===== src/rtl/uart_pkg.sv =====
// Shared types and helpers for the UART receive path (and later the TX path).
package uart_pkg;

  typedef enum logic [2:0] {
    RX_IDLE      = 3'd0,
    RX_START     = 3'd1,
    RX_DATA      = 3'd2,
    RX_PARITY    = 3'd3,
    RX_STOP      = 3'd4,
    RX_WAIT_IDLE = 3'd5
  } rx_state_t;

  typedef enum logic [1:0] {
    PAR_NONE = 2'd0,
    PAR_ODD  = 2'd1,
    PAR_EVEN = 2'd2
  } parity_mode_t;

  // Clock cycles per bit, truncating.
  function automatic int baud_div(input int freq, input int baud);
    return freq / baud;
  endfunction

endpackage


===== src/rtl/sync_fifo.sv =====
// Single-clock first-word-fall-through FIFO with extended-pointer full/empty detection.
module sync_fifo #(
  parameter int WIDTH = 8,
  parameter int DEPTH = 8
) (
  input  logic                     clk,
  input  logic                     reset_n,
  input  logic                     push_i,
  input  logic [WIDTH-1:0]         data_i,
  input  logic                     pop_i,
  output logic [WIDTH-1:0]         data_o,
  output logic                     full_o,
  output logic                     empty_o,
  output logic [$clog2(DEPTH):0]   count_o
);

  localparam int AW = $clog2(DEPTH);
  localparam logic [AW:0] PTR_ONE = (AW+1)'(1);

  if (DEPTH < 2 || (DEPTH & (DEPTH - 1)) != 0) begin : gBadDepth
    $error("sync_fifo: DEPTH must be a power of two and at least 2");
  end

  logic [WIDTH-1:0] mem_q [DEPTH];
  logic [AW:0]      wrPtr_q, wrPtr_d;
  logic [AW:0]      rdPtr_q, rdPtr_d;
  logic             pushEn;
  logic             popEn;

  assign empty_o = (wrPtr_q == rdPtr_q);
  assign full_o  = (wrPtr_q[AW] != rdPtr_q[AW]) && (wrPtr_q[AW-1:0] == rdPtr_q[AW-1:0]);
  assign popEn   = pop_i && !empty_o;
  // A push into a full FIFO only succeeds when a pop frees the slot in the same cycle.
  assign pushEn  = push_i && (!full_o || popEn);
  assign count_o = wrPtr_q - rdPtr_q;
  assign data_o  = empty_o ? '0 : mem_q[rdPtr_q[AW-1:0]];

  // Advance the pointers on accepted push/pop.
  always_comb begin
    wrPtr_d = wrPtr_q;
    rdPtr_d = rdPtr_q;
    if (pushEn) wrPtr_d = wrPtr_q + PTR_ONE;
    if (popEn)  rdPtr_d = rdPtr_q + PTR_ONE;
  end

  // Pointer registers; reset empties the FIFO.
  always_ff @(posedge clk or negedge reset_n) begin
    if (!reset_n) begin
      wrPtr_q <= '0;
      rdPtr_q <= '0;
    end else begin
      wrPtr_q <= wrPtr_d;
      rdPtr_q <= rdPtr_d;
    end
  end

  // Storage array; contents need no reset because the output is masked when empty.
  always_ff @(posedge clk) begin
    if (pushEn) mem_q[wrPtr_q[AW-1:0]] <= data_i;
  end

endmodule


===== src/rtl/uart_rx_fifo.sv =====
// Parametrised UART receiver with synchroniser, false-start rejection, error flags and receive FIFO.
module uart_rx_fifo
  import uart_pkg::*;
#(
  parameter int CLK_FREQ_HZ = 50_000_000,
  parameter int BAUD        = 57600,
  parameter int DATA_BITS   = 8,
  parameter int PARITY_MODE = 0,
  parameter int STOP_BITS   = 1,
  parameter int FIFO_DEPTH  = 8
) (
  input  logic                          clk,
  input  logic                          reset_n,
  input  logic                          io_rx,
  input  logic                          io_data_ready,
  input  logic                          io_clear_overrun,
  output logic                          io_data_valid,
  output logic [DATA_BITS-1:0]          io_data_packet,
  output logic                          io_parity_err,
  output logic                          io_framing_err,
  output logic                          io_overrun,
  output logic [$clog2(FIFO_DEPTH):0]   io_fifo_count
);

  localparam int BAUD_DIV = baud_div(CLK_FREQ_HZ, BAUD);
  localparam int HALF_DIV = BAUD_DIV / 2;
  localparam int CW       = (BAUD_DIV > 2) ? $clog2(BAUD_DIV) : 1;
  localparam int EW       = DATA_BITS + 2;

  localparam logic [CW-1:0] BAUD_LAST = CW'(BAUD_DIV - 1);
  localparam logic [CW-1:0] HALF_LAST = CW'(HALF_DIV - 1);
  localparam logic [CW-1:0] CNT_ONE   = CW'(1);
  localparam logic [3:0]    DATA_LAST = 4'(DATA_BITS - 1);
  localparam logic [3:0]    STOP_LAST = 4'(STOP_BITS - 1);
  localparam parity_mode_t  PMODE     = parity_mode_t'(PARITY_MODE);

  if (DATA_BITS < 5 || DATA_BITS > 9) begin : gBadDataBits
    $error("uart_rx_fifo: DATA_BITS must be 5..9");
  end
  if (PARITY_MODE < 0 || PARITY_MODE > 2) begin : gBadParity
    $error("uart_rx_fifo: PARITY_MODE must be 0, 1 or 2");
  end
  if (STOP_BITS < 1 || STOP_BITS > 2) begin : gBadStopBits
    $error("uart_rx_fifo: STOP_BITS must be 1 or 2");
  end
  if (BAUD_DIV < 2) begin : gBadBaud
    $error("uart_rx_fifo: CLK_FREQ_HZ/BAUD must be at least 2");
  end

  rx_state_t              state_q, state_d;
  logic [1:0]             rxSync_q;
  logic                   rxS;
  logic [CW-1:0]          baudCnt_q, baudCnt_d;
  logic [3:0]             bitCnt_q, bitCnt_d;
  logic [DATA_BITS-1:0]   shift_q, shift_d;
  logic                   parErr_q, parErr_d;
  logic                   frmErr_q, frmErr_d;
  logic                   overrun_q;
  logic                   fifoPush;
  logic                   fifoFull;
  logic                   fifoEmpty;
  logic [EW-1:0]          fifoEntry;
  logic [EW-1:0]          fifoHead;

  assign rxS = rxSync_q[1];

  // Two-flop synchroniser for the asynchronous serial line; resets to idle-high.
  always_ff @(posedge clk or negedge reset_n) begin
    if (!reset_n) rxSync_q <= 2'b11;
    else          rxSync_q <= {rxSync_q[0], io_rx};
  end

  // Entry captured at the last stop sample; the current sample folds into the framing flag.
  assign fifoEntry = {frmErr_q | ~rxS, parErr_q, shift_q};

  // Receiver next-state logic: baud counter restarts on every state entry and every sample.
  always_comb begin
    state_d   = state_q;
    baudCnt_d = baudCnt_q + CNT_ONE;
    bitCnt_d  = bitCnt_q;
    shift_d   = shift_q;
    parErr_d  = parErr_q;
    frmErr_d  = frmErr_q;
    fifoPush  = 1'b0;
    unique case (state_q)
      RX_IDLE: begin
        baudCnt_d = '0;
        if (!rxS) begin
          state_d  = RX_START;
          bitCnt_d = '0;
          parErr_d = 1'b0;
          frmErr_d = 1'b0;
        end
      end
      RX_START: begin
        if (baudCnt_q == HALF_LAST) begin
          baudCnt_d = '0;
          state_d   = rxS ? RX_IDLE : RX_DATA;
        end
      end
      RX_DATA: begin
        if (baudCnt_q == BAUD_LAST) begin
          baudCnt_d = '0;
          shift_d   = {rxS, shift_q[DATA_BITS-1:1]};
          if (bitCnt_q == DATA_LAST) begin
            bitCnt_d = '0;
            state_d  = (PMODE != PAR_NONE) ? RX_PARITY : RX_STOP;
          end else begin
            bitCnt_d = bitCnt_q + 4'd1;
          end
        end
      end
      RX_PARITY: begin
        if (baudCnt_q == BAUD_LAST) begin
          baudCnt_d = '0;
          if (PMODE == PAR_ODD) parErr_d = ~(^{shift_q, rxS});
          else                  parErr_d = ^{shift_q, rxS};
          state_d = RX_STOP;
        end
      end
      RX_STOP: begin
        if (baudCnt_q == BAUD_LAST) begin
          baudCnt_d = '0;
          frmErr_d  = frmErr_q | ~rxS;
          if (bitCnt_q == STOP_LAST) begin
            bitCnt_d = '0;
            fifoPush = 1'b1;
            state_d  = rxS ? RX_IDLE : RX_WAIT_IDLE;
          end else begin
            bitCnt_d = bitCnt_q + 4'd1;
          end
        end
      end
      RX_WAIT_IDLE: begin
        baudCnt_d = '0;
        if (rxS) state_d = RX_IDLE;
      end
      default: begin
        baudCnt_d = '0;
        state_d   = RX_IDLE;
      end
    endcase
  end

  // Receiver state registers; reset discards any partial frame.
  always_ff @(posedge clk or negedge reset_n) begin
    if (!reset_n) begin
      state_q   <= RX_IDLE;
      baudCnt_q <= '0;
      bitCnt_q  <= '0;
      shift_q   <= '0;
      parErr_q  <= 1'b0;
      frmErr_q  <= 1'b0;
    end else begin
      state_q   <= state_d;
      baudCnt_q <= baudCnt_d;
      bitCnt_q  <= bitCnt_d;
      shift_q   <= shift_d;
      parErr_q  <= parErr_d;
      frmErr_q  <= frmErr_d;
    end
  end

  // Sticky overrun: a frame lost to a full FIFO with no pop; setting beats clearing.
  always_ff @(posedge clk or negedge reset_n) begin
    if (!reset_n)                                    overrun_q <= 1'b0;
    else if (fifoPush && fifoFull && !io_data_ready) overrun_q <= 1'b1;
    else if (io_clear_overrun)                       overrun_q <= 1'b0;
  end

  sync_fifo #(
    .WIDTH (EW),
    .DEPTH (FIFO_DEPTH)
  ) uFifo (
    .clk     (clk),
    .reset_n (reset_n),
    .push_i  (fifoPush),
    .data_i  (fifoEntry),
    .pop_i   (io_data_ready),
    .data_o  (fifoHead),
    .full_o  (fifoFull),
    .empty_o (fifoEmpty),
    .count_o (io_fifo_count)
  );

  assign io_data_valid  = ~fifoEmpty;
  assign io_data_packet = fifoHead[DATA_BITS-1:0];
  assign io_parity_err  = fifoHead[DATA_BITS];
  assign io_framing_err = fifoHead[DATA_BITS+1];
  assign io_overrun     = overrun_q;

endmodule

===== config.mk =====
export PLATFORM = sky130hd
export DESIGN_NAME = uart_rx_fifo
export DESIGN_NICKNAME = d
export VERILOG_FILES = /design/src/rtl/uart_pkg.sv /design/src/rtl/sync_fifo.sv /design/src/rtl/uart_rx_fifo.sv
export SDC_FILE = /design/constraint.sdc
export NUM_CORES = 1
export LEC_CHECK = 0
export CORE_ASPECT_RATIO = 1.25
export CORE_MARGIN = 2
export CORE_UTILIZATION = 60
export CTS_CLUSTER_SIZE = 25
export DETAILED_ROUTE_END_ITERATION = 8
export GPL_TIMING_DRIVEN = 0
export HOLD_SLACK_MARGIN = 0.12
export PLACE_DENSITY = 0.79
export SETUP_SLACK_MARGIN = 0.02
export SLEW_MARGIN = 5
export SYNTH_ARGS = -nofsm -noshare
export SYNTH_HDL_FRONTEND = slang
export SYNTH_SLANG_ARGS = --single-unit

===== constraint.sdc =====
create_clock -name clk -period 4.05 [get_ports clk]
set_input_delay 0.81 -clock clk [delete_from_list [all_inputs] [get_ports clk]]
set_output_delay 0.81 -clock clk [all_outputs]
set_load 0.02 [all_outputs]

== Word-level counts from Yosys, hierarchy flattened ==
Memory sizes are Yosys's and may differ from the RTL's.
Cells that the tools add are included.
Operators by class
  add/subtract/negate cells: 5
  equal/unequal tests: 19
  multiplexer cells: 33
  bitwise operators: 3
  reduce and logical (&&, ||, !) cells: 22
Operators by type and width (number)
  $mux 10: 3
  $mux 3: 9
  $mux 4: 5
  $pmux 10 s2: 1
  $pmux 3 s6: 1
  $ne 2x2->1 const B: 8
  $add 4x1->4 const B: 3
  $pmux 4 s3: 1
  $add 10x1->10 const B: 1
  $eq 10x10->1 const B: 1
  $eq 10x9->1 const B: 1
  $mux 1: 10
  $reduce_xor 9->1: 1
  $reduce_and 8->1: 1
  $eq 3x2->1 const B: 2
  $eq 3x3->1 const B: 2
  $reduce_and 3->1: 2
  $reduce_bool 2->1: 3
  $logic_and 1x1->1: 5
  $eq 4x3->1 const B: 1
  $eq 4x4->1: 1
  $logic_not 4->1: 1
  $pmux 1 s2: 2
  $reduce_and 4->1: 1
  other kinds (13): 16
Word-level totals
  register bits after elaboration: 38
  memory bits (writable): 80
  bits of input ports: 5
  output and inout bits: 16
  logic and storage cells: 93
  memories: 1
Memory list
  uFifo.mem_q: depth 8, bits a word 10, rd ports 1, clocked after memory_dff 0, wr ports 1, RTL line sync_fifo.sv:24  | logic [WIDTH-1:0] mem_q [DEPTH];

== Depth between registers and ports, before layout ==
  word-level depth: 7
  gate-level depth with buffers: 7
  gate-level depth less buffers: 6

== Modules after synthesis ==
Synthesis repeated with hierarchy kept, for this count alone.
Unflattened totals
  cell total of the unflattened synthesis: 374
  area total of the unflattened synthesis: 5283.8 um^2
Modules (own cells, without submodules)
  sync_fifo: times used 1, cells each 220, area an instance 3686.0 um^2, sequential area each 2602.5 um^2
  uart_rx_fifo: times used 1, cells each 154, area an instance 1597.8 um^2, sequential area each 753.2 um^2

== Least setup slack after synthesis ==
OpenSTA, ideal clock, no wires.
  path kind: register -> register
  from: register uFifo.rdPtr_q[1]
  to: memory uFifo.mem_q[0][0] in the netlist's numbering (enable)
  setup time: 0.404 ns
  data arrival time: 2.580 ns
  data required time: 3.646 ns
  path slack: 1.067 ns
  stages on the path, launching flop included: 8
  buffers on the path: 1
  period minus slack after synthesis: 2.983 ns
  cells stage by stage: dfrtp_1 -> clkbuf_1 -> inv_1 -> ha_1 -> nand3_1 -> or3_1 -> nand3_2 -> nor4_1
On the way
  word-level cells in the longest chain between the ends: 7
  elaborated cells on any way between the ends: 10
  those cells by class: eq/ne (2); mux (2); reduce/logical (6)
RTL lines
  from (decl): RTL line sync_fifo.sv:26  | logic [AW:0] rdPtr_q, rdPtr_d;
  from (signal assigned): RTL line sync_fifo.sv:53  | rdPtr_q <= rdPtr_d;
  $eq 4x4->1 or $eq 3x3->1 (tied branches): RTL line sync_fifo.sv:30, sync_fifo.sv:31
  $logic_not 1->1 or $logic_and 1x1->1 (tied branches): RTL line sync_fifo.sv:32, sync_fifo.sv:31
  $logic_and 1x1->1 or $logic_not 1->1 (tied branches): RTL line sync_fifo.sv:32, sync_fifo.sv:34
  $logic_or 1x1->1 *: RTL line sync_fifo.sv:34  | assign pushEn = push_i && (!full_o || popEn);
  $logic_and 1x1->1 *: RTL line sync_fifo.sv:34
  $mux 1 *: RTL line sync_fifo.sv:59  | if (pushEn) mem_q[wrPtr_q[AW-1:0]] <= data_i;
  $mux 1 (implied by the code) *: RTL line sync_fifo.sv:59
  to (decl): RTL line sync_fifo.sv:24
Mark *: on every way between the ends. The rest lies on a longest branch, timed or not.

== Final worst setup path ==
  from: register uFifo.rdPtr_q[1]
  to: output io_data_packet[3]
On the way
  word-level cells in the longest chain between the ends: 2
  elaborated cells on any way between the ends: 3
  those cells by class: eq/ne (1); mux (1); memory (1)
RTL lines
  $mem_v2 8x10 or $eq 4x4->1 (tied branches)
  $mux 10 *: RTL line sync_fifo.sv:36  | assign data_o = empty_o ? '0 : mem_q[rdPtr_q[AW-1:0]];
  to (decl): RTL line uart_rx_fifo.sv:18  | output logic [DATA_BITS-1:0] io_data_packet,
Marks and branches as above.

==> out/summary.md <==
## Setup path
- **setup slack of the most critical reg-to-reg path** 1070 ps
- **worst-path maximum fanout** 10
- **required time of the critical path** 3240 ps
- **data arrival at the endpoint of the critical path** 3010 ps
- **Crit. End Element** output port
- **startpoint class of the critical path** flip-flop
- **crit path from** uFifo.rdPtr_q[1]
- **last element of the critical path** io_data_packet[3]
- **FF-to-FF path depth** 7
- **r2r startpoint** uFifo.rdPtr_q[1]
- **reg-to-reg critical path endpoint** uFifo.mem_q[3][4]
- **Worst Setup Path Type** flip-flop to output port

## Synthesis
- **predominant post-synthesis flop cell** sky130_fd_sc_hd__edfxtp_1
- **mean area per synthesized cell** 14.9 µm²
- **most area-consuming cells after synthesis** sky130_fd_sc_hd__edfxtp_1 (46%), sky130_fd_sc_hd__dfrtp_1 (17%), sky130_fd_sc_hd__mux4_2 (8.6%)
- **nets in the synthesized netlist** 366
- **most frequent cell after synthesis** sky130_fd_sc_hd__edfxtp_1
- **synthesized area** 5220 µm²
- **share of Yosys cell area claimed by the top area cell type** 46.0%
- **leading post-synthesis cells by instance count** sky130_fd_sc_hd__edfxtp_1 (80), sky130_fd_sc_hd__dfrtp_1 (36), sky130_fd_sc_hd__nand2_1 (31)
- **Post-Syn Instances** 351
- **number of synthesized flops with an enable pin** 80
- **share of synthesized registers carrying an async set or reset** 32.2%
- **post-synthesis cell type count** 55
- **fraction of the yosys area taken by sequential cells** 64.3%
- **synthesis-stage register bit count** 118
- **Yosys Warn Count** 0
- **most area-hungry cell type in the Yosys netlist** sky130_fd_sc_hd__edfxtp_1

## Clocking
- **Worst-Skew Late Latency** 530 ps
- **clock root buffer master** sky130_fd_sc_hd__clkbuf_8
- **clk sink count** 118
- **Bufs on Longest Clock Path** 2
- **Worst-path clk slew** 60 ps
- **TritonCTS clock tree** built
- **cts-stage hold buffer count** 0
- **H-tree depth reported by CTS** 4
- **clock buffer count from CTS** 17

## Placement
- **number of buffers inserted by port buffering** 20
- **gpl congestion** 0.817
- **half-perimeter wire length of the detailed placement result** 6430 µm
- **Placement Setup Slack** 436 ps

## Floorplan
- **area of the placeable core** 8560 µm²
- **Die ar.** 9460 µm²
- **initial cell density of the core** 61.0%
- **boundary pin count** 21
- **die boundary height** 108 µm
- **total number of placement rows** 38
- **horizontal extent of the die** 87.4 µm

## Timing
- **post-layout worst setup margin** 228 ps
- **f_max** 0.262 GHz
- **final setup violating endpoints** 0
- **clock skew after layout** 8.68 ps
- **RSZ-0062 raised after global routing** no
- **Fin Setup TNS** 0 ps
- **max-slew violation total from the final report** 0
- **final worst path period share** 94.4%
- **min cycle time layout** 3820 ps
- **final hold violations** 0
- **worst relative slew slack** 37.9%
- **worst-margin pin slew** 926 ps

## Pwr
- **maximum resistive drop on vdd** 304 µV
- **total power** 2.81 mW
- **power per cell area** 453 nW/µm²
- **leakage component of the power** 2.47 nW

## Detailed routing
- **aggregate routed wire length** 9670 µm
- **detailed-route DRC error count** 0
- **Final ANT Viol Nets** 0
- **total number of vias** 3032
- **1st-pass router iterations** 4
- **vias per std cell** 6.00
- **drt first-iter violations** 175
- **Avg WL per Cell** 19.2 µm

## Layout
- **fraction of layout cells with a size suffix above 1** 22.0%
- **area growth from synthesis to layout** 18.7%
- **number of nets in the layout** 407
- **Antenna diodes** 0
- **Filler Cells Inserted** 525

## Run
- **Max Cap Violations** 0

## Global route
- **number of antenna violations at the first check in global routing** 0
- **vias in the first global route** 3122
- **global-route total usage across every layer** 23.4%
- **Congestion Overflow GR** 0
- **pin count of the biggest net entering global routing** 39
- **first-pass GRT wire length** 16000 µm

## Worst hold path
- **worst hold path type** flip-flop to flip-flop

## Run status
- **status** complete, no violations

critical path, cell delays in order (launching register included):
cell and delay [ps]:
sky130_fd_sc_hd__dfrtp_1 510, sky130_fd_sc_hd__clkbuf_2 340, sky130_fd_sc_hd__inv_1 80, sky130_fd_sc_hd__ha_1 330, sky130_fd_sc_hd__and4_1 200, sky130_fd_sc_hd__clkbuf_2 210
sky130_fd_sc_hd__a21oi_1 180, sky130_fd_sc_hd__clkdlybuf4s50_1 630
power by group:
| group | leakage [nW] | switching (mW) | internal (mW) | total [mW] |
|---|---|---|---|---|
| Clock | 0.293 | 0.507 | 1.01 | 1.51 |
| Combinational | 0.756 | 0.00946 | 0.00390 | 0.0134 |
| Sequential | 1.42 | 0.00138 | 1.28 | 1.28 |
| Total | 2.47 | 0.518 | 2.29 | 2.81 |
worst min-delay path by stage:
stage,from,endpoint,cells past startpoint
global route,rxSync_q[0],rxSync_q[1],0
floorplan,rxSync_q[0],rxSync_q[1],0
detailed placement,rxSync_q[0],rxSync_q[1],0
CTS,rxSync_q[0],rxSync_q[1],0
global placement,rxSync_q[0],rxSync_q[1],0
finish,rxSync_q[0],rxSync_q[1],0
metal layers:
| layer | vias up | track usage (%) | part of all wire (%) |
|---|---|---|---|
| met5 | - | 0 | 0 |
| met4 | 0 | 9.12 | 1.8 |
| met3 | 15 | 7.02 | 3.3 |
| met2 | 53 | 38.2 | 53 |
| met1 | 1549 | 29.6 | 42 |
| li1 | 1415 | - | - |
flip-flops by register name, indices dropped and copies added, names as in the netlist:
| register | flops |
|---|---|
| parErr_q | 1 |
| state_q | 3 |
| rxSync_q | 2 |
| shift_q | 8 |
| baudCnt_q | 10 |
| bitCnt_q | 4 |
| io_overrun | 1 |
| uFifo.mem_q | 80 |
| uFifo.rdPtr_q | 4 |
| frmErr_q | 1 |
| uFifo.wrPtr_q | 4 |
cells in the final DEF, fill, tap and decap left out, types with 5 or more instances in the layout:
cell	netlist	final
sky130_fd_sc_hd__buf_2	6	7
sky130_fd_sc_hd__clkdlybuf4s50_1	0	19
sky130_fd_sc_hd__nor2_1	7	7
sky130_fd_sc_hd__and3_1	7	7
sky130_fd_sc_hd__xnor2_1	16	16
sky130_fd_sc_hd__xor2_1	7	7
sky130_fd_sc_hd__nand3_1	8	8
sky130_fd_sc_hd__nor3_1	14	10
sky130_fd_sc_hd__ha_1	9	9
sky130_fd_sc_hd__a21oi_1	14	14
sky130_fd_sc_hd__inv_1	14	14
sky130_fd_sc_hd__clkbuf_16	0	16
sky130_fd_sc_hd__mux4_2	20	20
sky130_fd_sc_hd__mux2_2	11	11
sky130_fd_sc_hd__clkbuf_1	6	6
sky130_fd_sc_hd__dfrtp_1	36	36
sky130_fd_sc_hd__edfxtp_1	80	80
sky130_fd_sc_hd__nand4_1	9	9
sky130_fd_sc_hd__clkinv_2	0	5
sky130_fd_sc_hd__nand2_1	31	31
what timing repair did:
action                                  4_1_cts  5_1_grt
endpoints found under the hold margin         0        0
cloned                                        0        0
pin swaps                                     0        0
resized for setup                             1        2
endpoints found under the setup margin       10       10
buffers inserted                              0        0
logic make-up (layout without fill, tap and decap cells):
family | after synthesis | count (layout) | share of synthesized area (%)
AO/OA/AOI/OAI | 32 | 32 | 3.96
XOR/XNOR | 24 | 24 | 4.29
adder cells (fa/ha/maj) | 10 | 10 | 2.54
buffers and inverters | 29 | 83 | 2.45
flip-flops | 118 | 118 | 64.3
multiplexers | 32 | 32 | 11.2
AND/OR/NAND/NOR | 106 | 106 | 11.3
area by class of cell:
| cell class | count | area [µm²] | share of cell area (%) |
|---|---|---|---|
| sequential | 118 | 3360 | 54.2 |
| multi-input combinational | 204 | 1770 | 28.6 |
| clock buffer | 21 | 439 | 7.09 |
| timing repair buffer | 23 | 218 | 3.51 |
| clock inverter | 11 | 156 | 2.52 |
| tap | 100 | 125 | 2.02 |
| buffer | 14 | 73.8 | 1.19 |
| inverter | 14 | 52.6 | 0.848 |
per-stage QoR:
step           util [%]  hold WS [ps]  cell area (µm²)  cells
6_report           72.4           356             6190    505
3_5_place_dp       65.4           349             5600    474
4_1_cts            72.4           358             6190    505
2_1_floorplan         -           345             5220    351
5_1_grt            72.4           358             6190    505
3_3_place_gp       64.8           346             5540    471
(Power assumes the default switching activity.)
